==> src/rtl/clock_pkg.sv <==
// Shared encodings and BCD limits for the HH:MM clock: mode codes, digit
// maxima and the blank-digit key value.
package clock_pkg;

   typedef enum logic [2:0] {
      MODE_NORMAL = 3'd0,
      MODE_MU     = 3'd1,
      MODE_MT     = 3'd2,
      MODE_HU     = 3'd3,
      MODE_HT     = 3'd4,
      MODE_SW     = 3'd5
   } mode_e;

   localparam logic [3:0] HT_MAX       = 4'd2;
   localparam logic [3:0] HU_MAX       = 4'd9;
   localparam logic [3:0] HU_MAX_AT_20 = 4'd3;
   localparam logic [3:0] MT_MAX       = 4'd5;
   localparam logic [3:0] MU_MAX       = 4'd9;
   localparam logic [5:0] SEC_MAX      = 6'd59;
   localparam logic [3:0] KEY_BLANK    = 4'hF;

   function automatic logic [3:0] bcd_inc_wrap(input logic [3:0] d, input logic [3:0] max);
      return (d >= max) ? 4'd0 : d + 4'd1;
   endfunction

endpackage

==> src/rtl/btn_debounce.sv <==
// Active-low button conditioner: 2-FF synchroniser, hold-time debounce and a
// one-cycle pulse on each accepted press (stable 1->0).
module btn_debounce #(
   parameter int unsigned DEBOUNCE_CYC = 270_000
) (
   input  logic clk,
   input  logic rst_n,
   input  logic btn_n,
   output logic press
);

   localparam int unsigned CNT_W = (DEBOUNCE_CYC > 1) ? $clog2(DEBOUNCE_CYC) : 1;

   logic             sync1;
   logic             sync2;
   logic             stable;
   logic [CNT_W-1:0] cnt;

   always_ff @(posedge clk or negedge rst_n) begin
      if (!rst_n) begin
         sync1  <= 1'b1;
         sync2  <= 1'b1;
         stable <= 1'b1;
         cnt    <= '0;
         press  <= 1'b0;
      end else begin
         sync1 <= btn_n;
         sync2 <= sync1;
         press <= 1'b0;
         // Any return to the stable level restarts the hold count.
         if (sync2 != stable) begin
            if (cnt == CNT_W'(DEBOUNCE_CYC - 1)) begin
               stable <= sync2;
               cnt    <= '0;
               press  <= ~sync2;
            end else begin
               cnt <= cnt + 1'b1;
            end
         end else begin
            cnt <= '0;
         end
      end
   end

endmodule

==> src/rtl/time_set_ctrl.sv <==
// HH:MM timekeeping, set-mode FSM, button conditioning and digit scan.
// Define TIME_SET_STOPWATCH_EN to build the STOPWATCH mode and its counter.
module time_set_ctrl
   import clock_pkg::*;
#(
   parameter int unsigned SEC_DIV      = 27_000_000,
   parameter int unsigned SCAN_DIV     = 27_000,
   parameter int unsigned DEBOUNCE_CYC = 270_000
) (
   input  logic       clk,
   input  logic       rst_n,
   input  logic       btn_mode_n,
   input  logic       btn_inc_n,
   output logic       sec_en,
   output logic [2:0] control_dig,
   output logic [1:0] sel,
   output logic [3:0] key
);

   localparam int unsigned PRE_W  = (SEC_DIV  > 1) ? $clog2(SEC_DIV)  : 1;
   localparam int unsigned SCAN_W = (SCAN_DIV > 1) ? $clog2(SCAN_DIV) : 1;

   logic              mode_press;
   logic              inc_raw;
   logic              inc_press;
   mode_e             state;
   mode_e             state_nxt;
   logic [PRE_W-1:0]  pre;
   logic              tick;
   logic [SCAN_W-1:0] scan_cnt;
   logic [1:0]        sel_nxt;
   logic [3:0]        disp;
   logic [5:0]        sec_cnt;
   logic [3:0]        ht, hu, mt, mu;
   logic              counting;
   logic              leave_mu;
   logic              min_carry;

   btn_debounce #(.DEBOUNCE_CYC(DEBOUNCE_CYC)) u_mode_db (
      .clk   (clk),
      .rst_n (rst_n),
      .btn_n (btn_mode_n),
      .press (mode_press)
   );

   btn_debounce #(.DEBOUNCE_CYC(DEBOUNCE_CYC)) u_inc_db (
      .clk   (clk),
      .rst_n (rst_n),
      .btn_n (btn_inc_n),
      .press (inc_raw)
   );

   always_ff @(posedge clk or negedge rst_n) begin
      if (!rst_n)    pre <= '0;
      else if (tick) pre <= '0;
      else           pre <= pre + 1'b1;
   end

   always_comb begin
      tick   = (pre == PRE_W'(SEC_DIV - 1));
      sec_en = (pre < PRE_W'(SEC_DIV / 2));
   end

   always_ff @(posedge clk or negedge rst_n) begin
      if (!rst_n) state <= MODE_NORMAL;
      else        state <= state_nxt;
   end

   always_comb begin
      state_nxt = state;
      if (mode_press) begin
         case (state)
            MODE_NORMAL: state_nxt = MODE_HT;
            MODE_HT:     state_nxt = MODE_HU;
            MODE_HU:     state_nxt = MODE_MT;
            MODE_MT:     state_nxt = MODE_MU;
`ifdef TIME_SET_STOPWATCH_EN
            MODE_MU:     state_nxt = MODE_SW;
`else
            MODE_MU:     state_nxt = MODE_NORMAL;
`endif
            MODE_SW:     state_nxt = MODE_NORMAL;
            default:     state_nxt = MODE_NORMAL;
         endcase
      end
   end

   always_comb begin
      control_dig = state;
   end

   // Events are qualified with the pre-transition state; mode beats increment.
   always_comb begin
      inc_press = inc_raw & ~mode_press;
      counting  = (state == MODE_NORMAL) || (state == MODE_SW);
      leave_mu  = (state == MODE_MU) && mode_press;
      min_carry = tick && counting && (sec_cnt == SEC_MAX);
   end

   always_ff @(posedge clk or negedge rst_n) begin
      if (!rst_n) begin
         sec_cnt <= '0;
      end else if (leave_mu) begin
         sec_cnt <= '0;
      end else if (tick && counting) begin
         sec_cnt <= (sec_cnt == SEC_MAX) ? 6'd0 : sec_cnt + 6'd1;
      end
   end

   always_ff @(posedge clk or negedge rst_n) begin
      if (!rst_n) begin
         ht <= '0;
         hu <= '0;
         mt <= '0;
         mu <= '0;
      end else if (min_carry) begin
         mu <= bcd_inc_wrap(mu, MU_MAX);
         if (mu == MU_MAX) begin
            mt <= bcd_inc_wrap(mt, MT_MAX);
            if (mt == MT_MAX) begin
               if (ht == HT_MAX && hu == HU_MAX_AT_20) begin
                  ht <= '0;
                  hu <= '0;
               end else if (hu == HU_MAX) begin
                  hu <= '0;
                  ht <= ht + 4'd1;
               end else begin
                  hu <= hu + 4'd1;
               end
            end
         end
      end else if (inc_press) begin
         case (state)
            MODE_HT: begin
               ht <= bcd_inc_wrap(ht, HT_MAX);
               if (ht == HT_MAX - 4'd1 && hu > HU_MAX_AT_20) hu <= HU_MAX_AT_20;
            end
            MODE_HU: hu <= bcd_inc_wrap(hu, (ht == HT_MAX) ? HU_MAX_AT_20 : HU_MAX);
            MODE_MT: mt <= bcd_inc_wrap(mt, MT_MAX);
            MODE_MU: mu <= bcd_inc_wrap(mu, MU_MAX);
            default: ;
         endcase
      end
   end

`ifdef TIME_SET_STOPWATCH_EN
   logic       sw_run;
   logic [3:0] sw_tens;
   logic [3:0] sw_units;

   // Count uses the run flag as it was before any toggle in the same cycle.
   always_ff @(posedge clk or negedge rst_n) begin
      if (!rst_n) begin
         sw_run   <= 1'b0;
         sw_tens  <= '0;
         sw_units <= '0;
      end else if (leave_mu) begin
         sw_run   <= 1'b0;
         sw_tens  <= '0;
         sw_units <= '0;
      end else if (state == MODE_SW) begin
         if (tick && sw_run) begin
            sw_units <= bcd_inc_wrap(sw_units, MU_MAX);
            if (sw_units == MU_MAX) sw_tens <= bcd_inc_wrap(sw_tens, MT_MAX);
         end
         if (inc_press) sw_run <= ~sw_run;
      end
   end
`endif

   always_comb begin
      sel_nxt = sel + 2'd1;
      disp    = '0;
      case (sel_nxt)
         2'd0: disp = ht;
         2'd1: disp = hu;
         2'd2: disp = mt;
         2'd3: disp = mu;
         default: disp = '0;
      endcase
`ifdef TIME_SET_STOPWATCH_EN
      if (state == MODE_SW) begin
         case (sel_nxt)
            2'd2:    disp = sw_tens;
            2'd3:    disp = sw_units;
            default: disp = KEY_BLANK;
         endcase
      end
`endif
   end

   // key is loaded together with sel so the display never sees skew.
   always_ff @(posedge clk or negedge rst_n) begin
      if (!rst_n) begin
         scan_cnt <= '0;
         sel      <= '0;
         key      <= '0;
      end else if (scan_cnt == SCAN_W'(SCAN_DIV - 1)) begin
         scan_cnt <= '0;
         sel      <= sel_nxt;
         key      <= disp;
      end else begin
         scan_cnt <= scan_cnt + 1'b1;
      end
   end

endmodule
==> config.mk <==
export PLATFORM = sky130hd
export DESIGN_NAME = time_set_ctrl
export DESIGN_NICKNAME = d
export VERILOG_FILES = /design/src/rtl/clock_pkg.sv /design/src/rtl/btn_debounce.sv /design/src/rtl/time_set_ctrl.sv
export SDC_FILE = /design/constraint.sdc
export NUM_CORES = 1
export LEC_CHECK = 0
export CORE_AREA = 2 2 119 121
export CTS_CLUSTER_SIZE = 14
export DETAILED_ROUTE_END_ITERATION = 10
export DIE_AREA = 0 0 121 123
export GPL_ROUTABILITY_DRIVEN = 0
export GPL_TIMING_DRIVEN = 0
export PLACE_DENSITY = 0.68
export SLEW_MARGIN = 15
export SYNTH_ARGS = -nofsm -noshare
export SYNTH_HDL_FRONTEND = slang
export SYNTH_SLANG_ARGS = --single-unit
==> constraint.sdc <==
create_clock -name clk -period 2.2 [get_ports clk]
set_input_delay 0.55 -clock clk [delete_from_list [all_inputs] [get_ports clk]]
set_output_delay 0.55 -clock clk [all_outputs]
set_load 0.03 [all_outputs]
==> results of run 1 <==
layer usage:
metal	global-route usage, %	share of wire (%)	vias to the layer above
li1	-	-	2198
met1	20.9	47	2219
met2	27.5	49	69
met3	3.74	3.0	17
met4	6.90	1.6	0
met5	0	0	-
cell families (layout without fill, tap and decap cells):
logic type / after synthesis / after routing / share of synthesized area, %
adders and majority gates: 22 / 22 / 4.59
muxes: 14 / 14 / 2.52
DFF: 117 / 117 / 48.9
buffers and inverters: 26 / 86 / 1.69
AOI/OAI and AO/OA: 59 / 59 / 6.52
xor gates and xnor gates: 71 / 71 / 10.4
and+or+nand+nor: 291 / 291 / 25.4
worst paths after layout:
kind,endpoint,slack [ns],cells after the start
max in group asynchronous,u_mode_db.sync2,1.44,2
worst min register to register,u_mode_db.sync2,0.35,0
min in group clk,u_mode_db.sync2,0.35,0
worst min-delay path,hu[2],0.007,1
worst max-delay path,sec_en,-0.16,7
worst max register to register,sec_cnt[2],0.02,6
cells in the final DEF, fill, tap and decap left out, drive strengths merged, types with 3 or more instances in the layout:
cell type,Yosys,final
nand3b,3,3
mux2,9,9
nor3b,7,7
clkinvlp,0,3
mux2i,5,5
nor4,7,7
a31oi,3,3
nand3,35,35
a222oi,4,4
clkbuf,7,32
o21ai,21,21
and3,18,18
and4,5,5
nor2b,7,7
nand2b,9,9
xor2,43,43
nand4,16,16
o31ai,3,3
buf,3,20
nor4b,6,6
inv,16,16
nor3,10,10
clkdlybuf4s50,0,11
nand4b,5,5
a21o,5,5
nand2,55,55
nor2,92,92
xnor2,28,28
a21oi,11,11
ha,22,22
dfrtp,111,111
dfstp,6,6
or2,5,5
power by group through the flow:
stage,sequential [mW],clock (mW),combinational [mW]
2_1_floorplan,2.22,0,0.0210
3_3_place_gp,2.22,0,0.0735
3_5_place_dp,2.22,0,0.0831
4_1_cts,2.18,2.87,0.0832
5_1_grt,2.18,2.97,0.0948
6_report,2.18,2.84,0.0805
flip-flops by register name (all words and copies together), names as in the netlist, 2 cells and up:
signal	cells
hu	4
mu	4
mt	4
sec_cnt	6
control_dig	3
u_mode_db.cnt	19
ht	4
key	4
pre	25
u_inc_db.cnt	19
scan_cnt	15
sel	2
layout make-up:
class,count,area [µm²],area share [%]
Buffer,10,48.8,0.674
Clock inverter,7,92.6,1.28
Timing Repair Buffer,28,274,3.78
Clock buffer,25,526,7.26
Tap cell,180,225,3.11
Sequential cell,117,2940,40.6
Multi-Input combinational cell,457,3070,42.4
Inverter,16,60.1,0.829
what timing repair did:
item,4_1_cts,5_1_grt
gates cloned,0,0
endpoints found under the setup margin,28,43
buffers inserted,6,8
pin swaps,3,7
gates resized for setup,17,24
==> run_results.csv, run 1 <==
group,metric,value,unit
clock_tree,cts_buffers,17,
worst_setup_path,crit_type,"reg2out",
timing,clock_skew,0.00572,ns
route,routed_wl,11.8,mm
power_and_ir_drop,p_int,4.06,mW
logic_synthesis,yosysSeqAreaShare,48.9,%
global_routing,grt_pass1_vias,4396,
timing,hold_slack,0.00681,ns
status,violations,"setup timing",
worst_setup_path,required,1.65,ns
cells_and_area,fillers,1181,
placed_design,dp.cells,794,
logic_synthesis,synthesis.nets,626,
timing,tns,-0.161,ns
power_and_ir_drop,p_seq_share,42.8,%
route,drc,0,
floorplanning,die_area,14900,µm²
power_and_ir_drop,power_frac_comb,1.6,%
worst_setup_path,cp-start-kind,"flop",
clock_tree,root_buffer,"clkbuf_16",
timing,rsz0062_at_grt,"yes",
floorplanning,coreArea,13600,µm²
logic_synthesis,syn-cell-area,6000,µm²
power_and_ir_drop,ir_drop,0.641,mV
status,status,"finished, violations left",
cells_and_area,nets,673,
timing,fmax,423,MHz
floorplanning,ios,14,
cells_and_area,instances_no_fill,840,
route,dr.pass1.iters,6,
clock_tree,clock-sinks,117,
timing,setup_viol,1,
worst_setup_path,path_delay_family,"simple AND/OR/NAND/NOR gates",
cells_and_area,final_area,7240,µm²
cells_and_area,syn2layout_area_growth,20.6,%
clock_tree,insertion_delay,0.42,ns
global_routing,grt_pass1_wl,19.8,mm
route,via_count,4503,
worst_hold_path,hold_class,"in2async",
route,final_antenna_net_count,0,
timing,setup_slack,-0.161,ns
logic_synthesis,yosysUniqueCellTypes,54,
timing,period_needed,2.36,ns
logic_synthesis,synth_area_leaders,"dfrtp_1, xor2_1, nor2_1",
logic_synthesis,synth_most_common_cell,"dfrtp_1",
timing,finalCritPeriodShare,107,%
worst_setup_path,setup.worst_path.start,"pre[12]",
logic_synthesis,yosysWarningCount,0,
global_routing,grt.total_usage,16.6,%
floorplanning,die_h,123,µm
logic_synthesis,synth_common_cells,"dfrtp_1, nor2_1, nand2_1",
cells_and_area,drive_above_1_share,16.4,%
worst_setup_path,crit_buf_inv,1,
floorplanning,rows,43,
floorplanning,fp.dieW,121,µm
logic_synthesis,avgSynthCellArea,10.0,µm²
power_and_ir_drop,swShare,20.3,%
power_and_ir_drop,p_leak,3.27,nW
global_routing,antenna_found_initial,0,
placed_design,placed_area,6390,µm²
timing,slew-limit-headroom,52.0,%
logic_synthesis,ys.flop_type,"dfrtp_1",
placed_design,port_buffers,13,
logic_synthesis,ys_ff_latch,117,
clock_tree,clkTransAtPathRegs,0.05,ns
clock_tree,clock_path_buffers,2,
cells_and_area,diodes,0,
logic_synthesis,netlist_instances,600,
global_routing,grt_max_degree,90,
logic_synthesis,synth_edf_count,0,
logic_synthesis,async_flop_share,100,%
worst_setup_path,cp_max_fo,7,
power_and_ir_drop,power,5.10,mW
logic_synthesis,synth.top_cell.area_share,46.3,%
cells_and_area,post-route-util,53.2,%
power_and_ir_drop,power.switching,1.03,mW
power_and_ir_drop,cellPowerDensity,704,nW/µm²
worst_setup_path,cp_slowest_cell,"dfrtp_1",
timing,worstMarginPinSlew,0.718,ns
worst_setup_path,worstPathCellList,"and4_4 > nand2_4 > nor4b_4 > nor2_1 > o21ai_1 > a31oi_1 > buf_4",
route,drtIter0Drc,277,
worst_setup_path,arrival,1.81,ns
clock_tree,cts_hold_buffers,0,
run,cap_violations,0,
placed_design,hpwl,7.80,mm
clock_tree,h-tree-depth,4,
worst_setup_path,end_kind,"output port",
timing,drv_slew,0,
logic_synthesis,netlist.top_cell.by_area,"dfrtp_1",
worst_setup_path,cpPeakStageDelay,0.36,ns
route,detail_route.vias_per_cell,5.36,
worst_setup_path,r2r-start,"pre[9]",
global_routing,overflow,0,
route,routedWlPerCell,14.0,µm
power_and_ir_drop,p_clk_share,55.6,%
clock_tree,cts_tree,"built",
placed_design,place_ws,-0.473,ns
timing,finalHoldViolations,0,
floorplanning,initial_core_util,44.1,%
Note: power is estimated with default switching activity, not from simulation.
==> run 2: changes to the inputs <==
--- a/config.mk
+++ b/config.mk
@@ -5,13 +5,12 @@
 export SDC_FILE = /design/constraint.sdc
 export NUM_CORES = 1
 export LEC_CHECK = 0
-export CORE_AREA = 2 2 119 121
+export CORE_AREA = 3 3 120 122
 export CTS_CLUSTER_SIZE = 14
 export DETAILED_ROUTE_END_ITERATION = 10
-export DIE_AREA = 0 0 121 123
-export GPL_ROUTABILITY_DRIVEN = 0
+export DIE_AREA = 0 0 123 125
 export GPL_TIMING_DRIVEN = 0
-export PLACE_DENSITY = 0.68
+export PLACE_DENSITY = 0.66
 export SLEW_MARGIN = 15
 export SYNTH_ARGS = -nofsm -noshare
 export SYNTH_HDL_FRONTEND = slang
==> constraint.sdc (replaced) <==
create_clock -name clk -period 2.86 [get_ports clk]
set_input_delay 0.715 -clock clk [delete_from_list [all_inputs] [get_ports clk]]
set_output_delay 0.715 -clock clk [all_outputs]
set_load 0.03 [all_outputs]
==> run 2 against run 1 <==
Effect of this change:
- the flow now finishes without violations
- die area rose by 3.3%
- total power fell by 21%
- critical endpoint unchanged
- largest cell class unchanged
- highest routed layer unchanged
- critical path depth did not move
==> run_results.csv, run 2 (synthesis gave the netlist of run 1 again) <==
group,metric,value,unit
global_routing,overflow,0,
cells_and_area,syn2layout_area_growth,17.1,%
placed_design,place.gp.congestion,0.818,
power_and_ir_drop,p_int,3.25,mW
floorplanning,die_h,125,µm
route,drc,0,
route,routedWlPerCell,13.8,µm
cells_and_area,drive_above_1_share,10.5,%
worst_setup_path,required,2.14,ns
placed_design,hpwl,7.64,mm
power_and_ir_drop,cellPowerDensity,575,nW/µm²
timing,setup_slack,0.132,ns
worst_setup_path,cp-endpoint,"sec_en",
clock_tree,cts_buffers,17,
clock_tree,insertion_delay,0.41,ns
cells_and_area,final_common_cell,"dfrtp_1",
timing,worstMarginPinSlew,0.989,ns
floorplanning,fp.dieW,123,µm
run,cap_violations,0,
floorplanning,rows,42,
power_and_ir_drop,p_leak,3.15,nW
placed_design,place_ws,0.0256,ns
placed_design,port_buffers,13,
timing,finalHoldViolations,0,
cells_and_area,post-route-util,52.9,%
global_routing,grt_pass1_vias,4357,
cells_and_area,diodes,0,
route,dr.pass1.iters,4,
timing,fmax,367,MHz
floorplanning,coreArea,13300,µm²
power_and_ir_drop,power,4.04,mW
floorplanning,ios,14,
global_routing,antenna_found_initial,0,
clock_tree,h-tree-depth,4,
worst_hold_path,hold_class,"in2async",
cells_and_area,final_cell_mix,"dfrtp_1, nor2_1, nand2_1",
timing,finalCritPeriodShare,95.4,%
worst_setup_path,rr_endpoint,"pre[12]",
worst_setup_path,arrival,2.01,ns
worst_setup_path,crit_type,"reg2out",
global_routing,grt.total_usage,16.2,%
timing,drv_slew,0,
cells_and_area,top_register,"pre",
worst_setup_path,r2r-start,"pre[6]",
route,via_count,4338,
worst_setup_path,cp_max_fo,7,
global_routing,grt_pass1_wl,20.3,mm
worst_setup_path,end_kind,"output port",
power_and_ir_drop,ir_drop,0.422,mV
timing,setup_viol,0,
clock_tree,cts_hold_buffers,0,
power_and_ir_drop,power_frac_comb,1.5,%
timing,rsz0062_at_grt,"no",
clock_tree,cts_tree,"built",
route,drtIter0Drc,432,
power_and_ir_drop,p_seq_share,41.6,%
worst_setup_path,worstPathCellList,"and4_4 > nand2_2 > nor4b_2 > nor2_1 > o21ai_0 > a31oi_1 > buf_2",
power_and_ir_drop,p_clk_share,57.0,%
cells_and_area,nets,660,
power_and_ir_drop,power.switching,791,µW
global_routing,grt_max_degree,67,
status,status,"complete, no violations",
worst_setup_path,ff2ff_setup_slack,0.49,ns
timing,clock_skew,0.0112,ns
cells_and_area,top_regs,"pre: 25 flops, u_inc_db.cnt: 19 flops, u_mode_db.cnt: 19 flops",
clock_tree,root_buffer,"clkbuf_16",
clock_tree,clock-sinks,117,
timing,period_needed,2.73,ns
floorplanning,initial_core_util,45.2,%
clock_tree,clock_path_buffers,2,
timing,slew-limit-headroom,33.5,%
worst_setup_path,cp-start-kind,"flop",
route,detail_route.vias_per_cell,5.27,
route,routed_wl,11.3,mm
route,final_antenna_net_count,0,
worst_setup_path,cp_slowest_cell,"dfrtp_1",
cells_and_area,largest_register_ff_count,25,
power_and_ir_drop,swShare,19.6,%
worst_setup_path,setup.worst_path.start,"pre[12]",
worst_setup_path,cpPeakStageDelay,0.40,ns
worst_setup_path,rr_worst_depth,6,
clock_tree,clkTransAtPathRegs,0.05,ns
floorplanning,die_area,15400,µm²
cells_and_area,fillers,1177,
run 2: changes by cell type in the layout (fill, tap and decap cells not counted), sizes merged:
cell	change
buf	-13
clkinv	+1
clkinvlp	-1
clkbuf	-3
bufinv	+3
run 2: per-layer routing:
metal  vias to the layer above  share of wire [%]  track usage (%)
met5                         -                  0                0
met4                         0               0.94             5.86
met3                         8                2.5             4.20
met2                        51                 49             25.5
met1                      2117                 47             21.6
li1                       2162                  -                -
run 2: critical path: cells and delay by family, from the launching register on:
kind / cells / cell delay, ns
and+or+nand+nor: 4 / 0.76
AOI/OAI and AO/OA: 2 / 0.27
buffers and inverters: 1 / 0.19
DFF: 1 / 0.40
run 2: worst min-delay path by stage:
stage	endpoint	slack [ns]	depth (start not counted)
global route	u_mode_db.cnt[15]	0.28	1
detailed placement	u_mode_db.sync2	0.35	0
CTS	u_mode_db.cnt[15]	0.26	1
finish	u_mode_db.cnt[15]	0.25	1
floorplan	u_inc_db.sync2	0.35	0
global placement	u_mode_db.sync2	0.35	0
run 2: timing repair:
action / 4_1_cts / 5_1_grt
resized for setup: 6 / 3
hold endpoints to repair: 0 / 0
endpoints found under the setup margin: 1 / 1
buffers inserted: 0 / 1
run 2: final cells by class:
cell class	instances	area, µm²	share of cell area, %
Sequential cell	117	2940	41.8
Multi-Input combinational cell	457	2980	42.4
Tap cell	176	220	3.13
Clock buffer	22	454	6.46
Buffer	10	41.3	0.587
Clock inverter	10	180	2.56
Inverter	16	60.1	0.854
Timing Repair Buffer	15	161	2.30
run 2: through the flow:
stage	std cells	hold WS, ns	setup TNS, ns	area [µm²]
after global placement	789	0.346	-394.27	6350
final	823	0.253	0	7030
after CTS	822	0.257	0	7030
after global routing	823	0.278	0	7030
after detailed placement	790	0.347	0	6380
after floorplan	600	0.345	0	6000
run 2: power by group through the flow:
stage,combinational (mW),clock (mW),sequential [mW]
6_report,0.0604,2.30,1.68
5_1_grt,0.0713,2.43,1.68
4_1_cts,0.0643,2.35,1.68
3_5_place_dp,0.0639,0,1.71
3_3_place_gp,0.0577,0,1.71
2_1_floorplan,0.0162,0,1.70
